### config.mk
export PLATFORM = sky130hd
export DESIGN_NAME = parity_frame_serializer
export DESIGN_NICKNAME = d
export VERILOG_FILES = /design/src/rtl/parity_frame_serializer_pkg.sv /design/src/rtl/parity_frame_serializer.sv
export SDC_FILE = /design/constraint.sdc
export NUM_CORES = 1
export LEC_CHECK = 0
export ABC_AREA = 1
export BUFFER_PORTS_ARGS = -buffer_cell sky130_fd_sc_hd__buf_2
export CAP_MARGIN = 0
export CELL_PAD_IN_SITES_DETAIL_PLACEMENT = 1
export CELL_PAD_IN_SITES_GLOBAL_PLACEMENT = 2
export CORE_ASPECT_RATIO = 0.75
export CORE_UTILIZATION = 29
export DETAILED_ROUTE_END_ITERATION = 8
export GPL_TIMING_DRIVEN = 0
export MAX_ROUTING_LAYER = met4
export PLACE_DENSITY_LB_ADDON = 0.15
export SYNTH_ARGS = -nofsm -noshare
export SYNTH_HDL_FRONTEND = slang
export SYNTH_SLANG_ARGS = --single-unit
### constraint.sdc
create_clock -name clk -period 1.5 [get_ports clk]
set_input_delay 0.15 -clock clk [delete_from_list [all_inputs] [get_ports clk]]
set_output_delay 0.15 -clock clk [all_outputs]
set_load 0.05 [all_outputs]
### src/rtl/parity_frame_serializer_pkg.sv
// Shared state encoding for the serial-stream blocks.
package parity_frame_serializer_pkg;

  typedef enum logic [1:0] {
    IDLE   = 2'd0,
    SHIFT  = 2'd1,
    PARITY = 2'd2
  } state_t;

endpackage

### src/rtl/parity_frame_serializer.sv
// Parallel-to-serial framer: sends DATA_W bits MSB first followed by one
// even-parity bit, so each DATA_W+1 bit frame carries an even number of ones.
module parity_frame_serializer
  import parity_frame_serializer_pkg::*;
#(
  parameter int DATA_W = 8
) (
  input  logic              clk,
  input  logic              rst,
  input  logic [DATA_W-1:0] in_data,
  input  logic              in_valid,
  output logic              in_ready,
  output logic              dout,
  output logic              dout_valid,
  output logic              frame_end,
  output logic              busy
);

  localparam int              CNT_W    = $clog2(DATA_W);
  localparam logic [CNT_W-1:0] LAST_BIT = CNT_W'(DATA_W - 1);

  state_t              r_state;
  state_t              w_state_nxt;
  logic [DATA_W-1:0]   r_shift;
  logic [DATA_W-1:0]   w_shift_nxt;
  logic [CNT_W-1:0]    r_cnt;
  logic [CNT_W-1:0]    w_cnt_nxt;
  logic                r_parity;
  logic                w_parity_nxt;
  logic                r_dout;
  logic                w_dout_nxt;
  logic                r_dout_valid;
  logic                w_dout_valid_nxt;
  logic                r_frame_end;
  logic                w_frame_end_nxt;
  logic                w_accept;

  assign in_ready   = ~rst & ((r_state == IDLE) | (r_state == PARITY));
  assign busy       = (r_state == SHIFT) | (r_state == PARITY);
  assign w_accept   = in_valid & in_ready;

  assign dout       = r_dout;
  assign dout_valid = r_dout_valid;
  assign frame_end  = r_frame_end;

  // State register.
  always_ff @(posedge clk or posedge rst) begin
    if (rst) begin
      r_state <= IDLE;
    end else begin
      r_state <= w_state_nxt;
    end
  end

  // Next state and next-cycle outputs. The output registers are loaded on the
  // same edge as the state, so the bit on dout always belongs to the current
  // state: SHIFT cycles carry data bits, the PARITY cycle carries parity.
  always_comb begin
    w_state_nxt      = r_state;
    w_shift_nxt      = r_shift;
    w_cnt_nxt        = r_cnt;
    w_parity_nxt     = r_parity;
    w_dout_nxt       = 1'b0;
    w_dout_valid_nxt = 1'b0;
    w_frame_end_nxt  = 1'b0;
    case (r_state)
      IDLE, PARITY: begin
        if (w_accept) begin
          w_state_nxt      = SHIFT;
          w_shift_nxt      = {in_data[DATA_W-2:0], 1'b0};
          w_parity_nxt     = ^in_data;
          w_cnt_nxt        = '0;
          w_dout_nxt       = in_data[DATA_W-1];
          w_dout_valid_nxt = 1'b1;
        end else begin
          w_state_nxt = IDLE;
        end
      end
      SHIFT: begin
        w_dout_valid_nxt = 1'b1;
        if (r_cnt == LAST_BIT) begin
          w_state_nxt     = PARITY;
          w_cnt_nxt       = '0;
          w_dout_nxt      = r_parity;
          w_frame_end_nxt = 1'b1;
        end else begin
          w_dout_nxt  = r_shift[DATA_W-1];
          w_shift_nxt = {r_shift[DATA_W-2:0], 1'b0};
          w_cnt_nxt   = r_cnt + CNT_W'(1);
        end
      end
      default: begin
        w_state_nxt = IDLE;
      end
    endcase
  end

  // Datapath and registered serial outputs.
  always_ff @(posedge clk or posedge rst) begin
    if (rst) begin
      r_shift      <= '0;
      r_cnt        <= '0;
      r_parity     <= 1'b0;
      r_dout       <= 1'b0;
      r_dout_valid <= 1'b0;
      r_frame_end  <= 1'b0;
    end else begin
      r_shift      <= w_shift_nxt;
      r_cnt        <= w_cnt_nxt;
      r_parity     <= w_parity_nxt;
      r_dout       <= w_dout_nxt;
      r_dout_valid <= w_dout_valid_nxt;
      r_frame_end  <= w_frame_end_nxt;
    end
  end

endmodule

* After elaboration in Yosys (flattened, before gate mapping)
Index checks and enable logic that the tools add are counted. W data, S select, Z words.
Cells by class: bitwise operators 5, multiplexer cells 16, equality and inequality tests 6, reductions and logical operators 7, add/subtract/negate cells 1
Operators by type and width (count):
- $mux W8 | 2
- $pmux W8 S2 | 1
- $reduce_xor A8 Y1 | 1
- $mux W1 | 6
- $mux W3 | 2
- $pmux W3 S2 | 1
- $ne A2 B2 Y1 const B | 2
- $pmux W1 S2 | 2
- $pmux W2 S2 | 1
- $reduce_and A2 Y1 | 2
- $add A3 B1 Y3 const B | 1
- $eq A3 B3 Y1 const B | 1
- $reduce_and A3 Y1 | 1
- $and A1 B1 Y1 | 2
- $eq A2 B1 Y1 const B | 1
- $eq A2 B2 Y1 const B | 1
- $logic_not A2 Y1 | 1
- $mux W2 | 1
- $ne A2 B1 Y1 const B | 1
- $or A1 B1 Y1 | 2
- $reduce_bool A2 Y1 | 1
- $reduce_or A2 Y1 | 1
- $not A1 Y1 | 1
Storage, ports and cells: register bits 17, output and inout port bits 5, bits of input ports 11

* Logic depth before layout (Yosys ltp)
Gate-level depths: netlist of the first run.
depth after elaboration 6, gate-level depth with buffers 9, gate-level depth less buffers 9

* Worst setup path after synthesis of the first run
No wires, ideal clock.
path type reg-to-reg, from reg r_state[0], to reg r_cnt[0], path buffers 0, data required time 1.382 ns, cell stages (with the launch flop) 10, clock period less this slack 1.917 ns, library setup time 0.118 ns, path slack -0.417 ns, arrival 1.799 ns, cell sequence dfrtp_1 -> inv_1 -> ha_1 -> nor2_4 -> nor2_2 -> nand2_1 -> o21ai_4 -> inv_2 -> nand2_1 -> nand2_1
Between the ends: longest elaborated chain between the ends 6, elaborated cells on any way between the ends 11, classes of those cells 3 x eq/ne; 1 x mux; 3 x bitwise; 4 x reduce/logical
Ends and longest elaborated chain:
- start, declared | RTL line parity_frame_serializer.sv:22 | state_t r_state;
- start signal, assigned | RTL line parity_frame_serializer.sv:51 | r_state <= w_state_nxt;
- $eq A2 B2 Y1 or $logic_not A2 Y1 (tied branches) | RTL line parity_frame_serializer.sv:38 | assign in_ready = ~rst & ((r_state == IDLE) | (r_state == PARITY));
- $or A1 B1 Y1 (*) | RTL line parity_frame_serializer.sv:38
- $and A1 B1 Y1 (*) | RTL line parity_frame_serializer.sv:38
- net in_ready | RTL line parity_frame_serializer.sv:12 | output logic in_ready,
- $and A1 B1 Y1 (*) | RTL line parity_frame_serializer.sv:40 | assign w_accept = in_valid & in_ready;
- $ne A2 B2 Y1 (no source line) (*)
- $reduce_and A2 Y1 (no source line) (*)
- end signal, assigned | RTL line parity_frame_serializer.sv:109 | r_cnt <= w_cnt_nxt;
- end, declared | RTL line parity_frame_serializer.sv:26 | logic [CNT_W-1:0] r_cnt;
Mark *: on every way through the listed nets, which the timed path passes. The rest lies on a longest branch. A chain may end at the register's enable or synchronous reset.

* Final worst setup path of the first run
from reg r_state[1], to reg r_shift[3]
Between the ends: longest elaborated chain between the ends 6, elaborated cells on any way between the ends 12, classes of those cells 4 x eq/ne; 1 x mux; 3 x bitwise; 4 x reduce/logical
Ends and longest elaborated chain:
- $eq A2 B2 Y1 or $logic_not A2 Y1 (tied branches) | RTL line parity_frame_serializer.sv:38, parity_frame_serializer.sv:66
- $or A1 B1 Y1 | RTL line parity_frame_serializer.sv:38
- $and A1 B1 Y1 | RTL line parity_frame_serializer.sv:38
- $and A1 B1 Y1 | RTL line parity_frame_serializer.sv:40
- $ne A2 B2 Y1 (no source line)
- $reduce_and A3 Y1 (no source line)
- end signal, assigned | RTL line parity_frame_serializer.sv:108 | r_shift <= w_shift_nxt;
- end, declared | RTL line parity_frame_serializer.sv:24 | logic [DATA_W-1:0] r_shift;
Several ways; a longest one is shown, not always the timed one.

==> results of run 1 <==
## power breakdown
part           total, uW  internal, uW  switching (uW)
clock                336           188             148
combinational       1390           624             768
sequential           704           594             110
## worst max path at each step
stage	depth (start not counted)	from	endpoint
2_1_floorplan	9	r_state[1]	r_cnt[0]
3_3_place_gp	7	r_state[1]	r_shift[5]
3_5_place_dp	9	r_cnt[0]	r_shift[6]
4_1_cts	8	r_state[1]	r_shift[5]
5_1_grt	8	r_state[1]	r_shift[1]
6_report	8	r_state[1]	r_shift[3]
## stage by stage
stage / area (sq um) / total power [uW] / worst slack [ps]
floorplan: 1067 / 1592 / -111.0
global placement: 1192 / 1731 / -138.4
detailed placement: 1192 / 1774 / -175.4
CTS: 1348 / 2377 / -55.91
global route: 1388 / 2622 / -86.56
finish: 1388 / 2431 / -18.82
## final cells by class
cell class,count,area [sq um],share of cell area [%]
repair buffers,25,183.9,13.26
flip-flops and latches,16,401.6,28.94
inverters,16,62.56,4.509
plain buffers,2,25.02,1.803
well taps,40,50.05,3.607
clock buffers,4,45.04,3.246
multi-input cells,96,619.3,44.63
## what timing repair did
item | 4_1_cts | 5_1_grt
hold endpoints to repair | 0 | 0
endpoints found under the setup margin | 14 | 13
pin swaps | 5 | 6
resized for setup | 15 | 9
cloned | 1 | 0
setup buffers | 6 | 3
## sequential cells by signal, summed over array words and instances (netlist names)
signal,count
r_cnt,3
dout_valid,1
r_shift,7
r_parity,1
dout,1
frame_end,1
r_state,2
## cells in the mapped netlist
cell and instances:
o21ai_4 2, nand2_2 3, inv_2 1, dfrtp_1 16, nor2_2 2, a21oi_1 2
ha_1 7, xnor2_1 1, nor3_4 1, a22oi_1 1, o21ai_0 6, o21ai_2 7
nand3b_1 1, clkbuf_1 1, buf_12 1, inv_1 15, nor2_4 1, mux2i_1 1
nand3_1 3, nand2_1 54, nor2_1 4
## metal layers
layer | vias to the layer above | track usage [%] | wire length, microns | share of wire [%]
met4 | 0 | 1.000 | 6 | 0.24
li1 | 462 | - | - | -
met1 | 429 | 19.91 | 1209 | 49
met5 | - | - | 0 | 0
met2 | 12 | 26.12 | 1163 | 47
met3 | 2 | 4.494 | 70 | 2.9
## cells by family (layout without fill, tap and decap cells)
kind of cell	count (synthesis)	count (layout)	share of synthesized area [%]
AO/OA/AOI/OAI	18	18	13.71
XOR/XNOR	1	1	0.8497
adder cells (fa/ha/maj)	7	7	8.495
buffers and inverters	18	47	8.130
flip-flops	16	16	38.83
multiplexers	1	1	0.9709
AND/OR/NAND/NOR	69	69	29.00
==> flow_summary.toml, run 1 <==
[floorplan]
coreArea_sq_um = 3333
start_util_pct = 30.93
die_x_microns = 70.85
die_y_microns = 53.64
dieArea_sq_um = 3800
ios = 16
row_count = 18

[cells_and_area]
layout-drive-gt1-share_pct = 38.99
instances_no_fill = 199
n_antenna_cell = 0
fillers = 410
syn_to_final_growth_pct = 34.59
final_nets = 178
final_common_cell = "nand2_1"
final_cell_mix = "nand2_1, dfrtp_1, buf_2, inv_1"
finish.utilization_pct = 41.63

[setup_path]
cp_num_buf_inv = 2
regToRegSetupSlack_ps = -20
r2r-start = "r_state[1]"
critical_path_class = "flop to flop"
critical_path.top_delay_family = "flip-flops"
critPathLaunchType = "flop"
crit_path_frequent_cell = "buf_6"
required_ps = 1680
end_kind = "flop"
reg2reg_to = "r_shift[3]"
slowest_stage = "dfrtp_1"
crit_arrival_ps = 1700
r2r_cells = 8
crit_fanout = 4
cp_cell_sequence = "buf_6 > ha_4 > nor2_4 > nor3_4 > o21ai_4 > buf_6 > nand2_2 > o21ai_2"
slowest_delay_ps = 410

[sta]
rsz0062_at_grt = "yes"
report.final.hold_viol_count = 0
slew_headroom_pct = 56.90
hold_slack_ps = 32.07
skew_ps = 5.205
drv_slew = 0
fin_ws_ps = -18.82
fmax_mhz = 658.4
tightest_slew_ps = 645.8
fin_crit_ps = 1519
fin_crit_sh_pct = 101.3
fin_setup_tns_ps = -88.16
setup_viol = 7

[clocking]
cts.clk_slew.worst_paths_ps = 70
cts_buffers = 3
root_buffer = "clkbuf_8"
cts_max_path_buffers = 2
cts_tree = "built"
clock-sinks = 16
clock_latency_ps = 250
cts_hold_buf = 0
htreeDepth = 1

[logic_synthesis]
synth_top_area_share_pct = 38.83
synth-seq-cells = 16
synth_area_leaders = "dfrtp_1, nand2_1, ha_1, o21ai_2, inv_1"
ys_warn_count = 0
synth_area_sq_um = 1031
syn_nets = 148
syn_inst = 130
synth_area_leader_cell = "dfrtp_1"
ys_seq_area_share_pct = 38.83
syn_area_per_cell_sq_um = 7.931
synth_cell_types = 21

[detailed_routing]
drc = 0
drt-pass1-iter-count = 5
vias = 905
viasPerCell = 4.548
routed_wl_mm = 2.450
drtIter0Drc = 21
wl_per_cell_microns = 12.31
ant_nets = 0

[hold_path]
min_path_type = "input pin to async pin"

[run_status]
violations = "negative setup slack"
outcome = "finished with violations"

[power_and_ir_drop]
peakVddDrop_mv = 0.8337
power_leakage_uw = 0.0007407
power.density_nw_per_um2 = 1752

[global_route]
grt_use_total_pct = 15.61
grt_remaining_overflow = 0
grt_max_degree = 17
grt_pass1_vias = 950
grt_pass1_wl_mm = 4.381
antenna_found_initial = 0

[placement]
io_buffer_count = 15
place_congestion = 0.6887
dp_hpwl_mm = 1.865
dp_cells = 185

[job]
maxCapViolations = 0
No activity file was read; power rests on OpenSTA's default activity.
==> inputs of run 2 (changes only) <==
--- a/config.mk
+++ b/config.mk
@@ -6,11 +6,12 @@
 export NUM_CORES = 1
 export LEC_CHECK = 0
 export ABC_AREA = 1
-export BUFFER_PORTS_ARGS = -buffer_cell sky130_fd_sc_hd__buf_2
+export BUFFER_PORTS_ARGS = -buffer_cell sky130_fd_sc_hd__buf_4
 export CAP_MARGIN = 0
 export CELL_PAD_IN_SITES_DETAIL_PLACEMENT = 1
 export CELL_PAD_IN_SITES_GLOBAL_PLACEMENT = 2
 export CORE_ASPECT_RATIO = 0.75
+export CORE_MARGIN = 2
 export CORE_UTILIZATION = 29
 export DETAILED_ROUTE_END_ITERATION = 8
 export GPL_TIMING_DRIVEN = 0
==> run 2 against run 1 <==
  * The flow still finishes with violations (negative setup slack)
  * Final area grew 0.90%
  * Power shrank 3.0%
  * Final cell count shrank 1.5%
  * Worst setup slack is essentially flat
  * Via count shrank 1.7%
  * Count of clock-buffer cells in the layout is the same
  * Clock power shrank 2%
  * Utilization grew 0.093 points
  * Global-route usage shrank 1.5 points
  * Routed wire length shrank 1.7%
  * Critical path depth grew 2
  * Die area grew 6.7%
  * Critical endpoint is now r_shift[4]
==> flow_summary.toml, run 2 (synthesized netlist as in run 1, its figures left out) <==
[run_status]
outcome = "finished with violations"
violations = "negative setup slack"

[cells_and_area]
final_common_cell = "nand2_1"
n_antenna_cell = 0
fin_area_sq_um = 1400
final_nets = 175
fillers = 407
syn_to_final_growth_pct = 35.80
layout-drive-gt1-share_pct = 37.18
final_cell_mix = "nand2_1, buf_4, dfrtp_1, inv_1, o21ai_2"
largest_reg_flops = 7
instances_no_fill = 196
top_register = "r_shift"
reg_top3 = "r_shift: 7 flops, r_cnt: 3 flops, r_state: 2 flops"

[floorplan]
row_count = 18
dieArea_sq_um = 4053
coreArea_sq_um = 3356
start_util_pct = 30.72
die_x_microns = 72.85
ios = 16
die_y_microns = 55.64

[clocking]
cts.clk_slew.worst_paths_ps = 60
cts_buffers = 3
cts_max_path_buffers = 2
cts_tree = "built"
htreeDepth = 1
clock_latency_ps = 250
cts_hold_buf = 0
root_buffer = "clkbuf_8"
clock-sinks = 16

[sta]
tightest_slew_ps = 616.4
setup_viol = 4
fin_crit_sh_pct = 101.3
skew_ps = 2.758
drv_slew = 0
report.final.hold_viol_count = 0
fin_ws_ps = -19.10
fin_crit_ps = 1519
slew_headroom_pct = 58.86
fmax_mhz = 658.3
rsz0062_at_grt = "yes"

[placement]
dp_cells = 185
io_buffer_count = 15
dp_hpwl_mm = 1.779
postPlaceCellArea_sq_um = 1230
place_congestion = 0.6965

[setup_path]
crit_arrival_ps = 1650
slowest_stage = "dfrtp_1"
required_ps = 1640
end_kind = "flop"
r2r_cells = 10
critPathLaunchType = "flop"
cp_cell_sequence = "ha_2 > ha_4 > nand2_2 > inv_2 > nor2_4 > o21ai_4 > buf_12 > buf_12 > nand2_2 > o21ai_2"
regToRegSetupSlack_ps = -20
crit_fanout = 5
critical_path_class = "flop to flop"
slowest_delay_ps = 390

[global_route]
grt_max_degree = 17
grt_remaining_overflow = 0
grt_pass1_vias = 949
grt_use_total_pct = 14.07
grt_pass1_wl_mm = 4.298
antenna_found_initial = 0

[power_and_ir_drop]
peakVddDrop_mv = 0.9400
power_switching_uw = 990.7
clkPwrFrac_pct = 13.9
power.internal_uw = 1368
power.density_nw_per_um2 = 1685
seqPwrFrac_pct = 29.9
power_leakage_uw = 0.0007275
p_sw_share_pct = 42.00
combPwrFrac_pct = 56.1

[detailed_routing]
drtIter0Drc = 17
drt-pass1-iter-count = 4
viasPerCell = 4.541
wl_per_cell_microns = 12.29
vias = 890
drc = 0
ant_nets = 0
routed_wl_mm = 2.408

[job]
maxCapViolations = 0

[hold_path]
min_path_type = "input pin to async pin"
-- run 2: changes by cell type in the layout (fill, tap and decap cells not counted), sizes merged --
cell	change
buf	-3
-- run 2: power by group through the flow --
stage	sequential [uW]	clock, uW	combinational, uW
6_report	707	329	1320
5_1_grt	734	368	1460
4_1_cts	698	346	1390
3_5_place_dp	713	0	1090
3_3_place_gp	705	0	1060
2_1_floorplan	755	0	836
-- run 2: path summary, 6_finish.rpt --
check	to	from
setup / recovery	r_shift[4]	r_cnt[0]
hold / removal	dout_valid	rst
setup reg to reg	r_shift[4]	r_cnt[0]
hold reg to reg	r_shift[1]	r_shift[1]
max in group asynchronous	r_state[1]	rst
min in group clk	dout	in_data[7]
-- run 2: layer usage --
metal,part of all wire [%],vias up,global-route usage (%)
met5,0,-,-
met4,0.50,0,3.175
met3,3.8,2,3.804
met2,46,14,21.95
met1,49,416,18.26
li1,-,458,-
-- run 2: critical path: cells and delay by family (launching register included) --
kind / cells / cell delay [ps]
AOI/OAI and AO/OA: 2 / 140
adders and majority gates: 2 / 370
buffers and inverters: 3 / 310
DFF: 1 / 390
and+or+nand+nor: 3 / 200
-- run 2: area by class of cell --
class | instances | area (sq um) | share of cell area, %
buffer | 2 | 27.53 | 1.966
clock buffer | 4 | 45.04 | 3.217
inverter | 16 | 65.06 | 4.647
multi-input combinational | 96 | 620.6 | 44.33
sequential | 16 | 402.9 | 28.78
tap | 40 | 50.05 | 3.575
timing repair buffer | 22 | 188.9 | 13.49
-- run 2: stage by stage --
stage	hold WS [ps]	TNS (ps)	total power, uW	worst slack, ps	util [%]
floorplan	63.67	-332.3	1592	-111.0	-
global placement	313.5	-763.3	1770	-138.4	36.65
detailed placement	309.8	-910.8	1808	-150.5	36.65
CTS	33.68	-430.4	2438	-62.42	41.50
global route	60.42	-479.3	2558	-108.6	41.72
finish	17.32	-52.21	2359	-19.10	41.72
-- run 2: what timing repair did --
item | in CTS | in global routing
resized for setup | 12 | 13
buffers inserted | 6 | 1
endpoints found under the hold margin | 0 | 0
endpoints found under the setup margin | 14 | 14
gates cloned | 1 | 0
pin swaps | 6 | 8
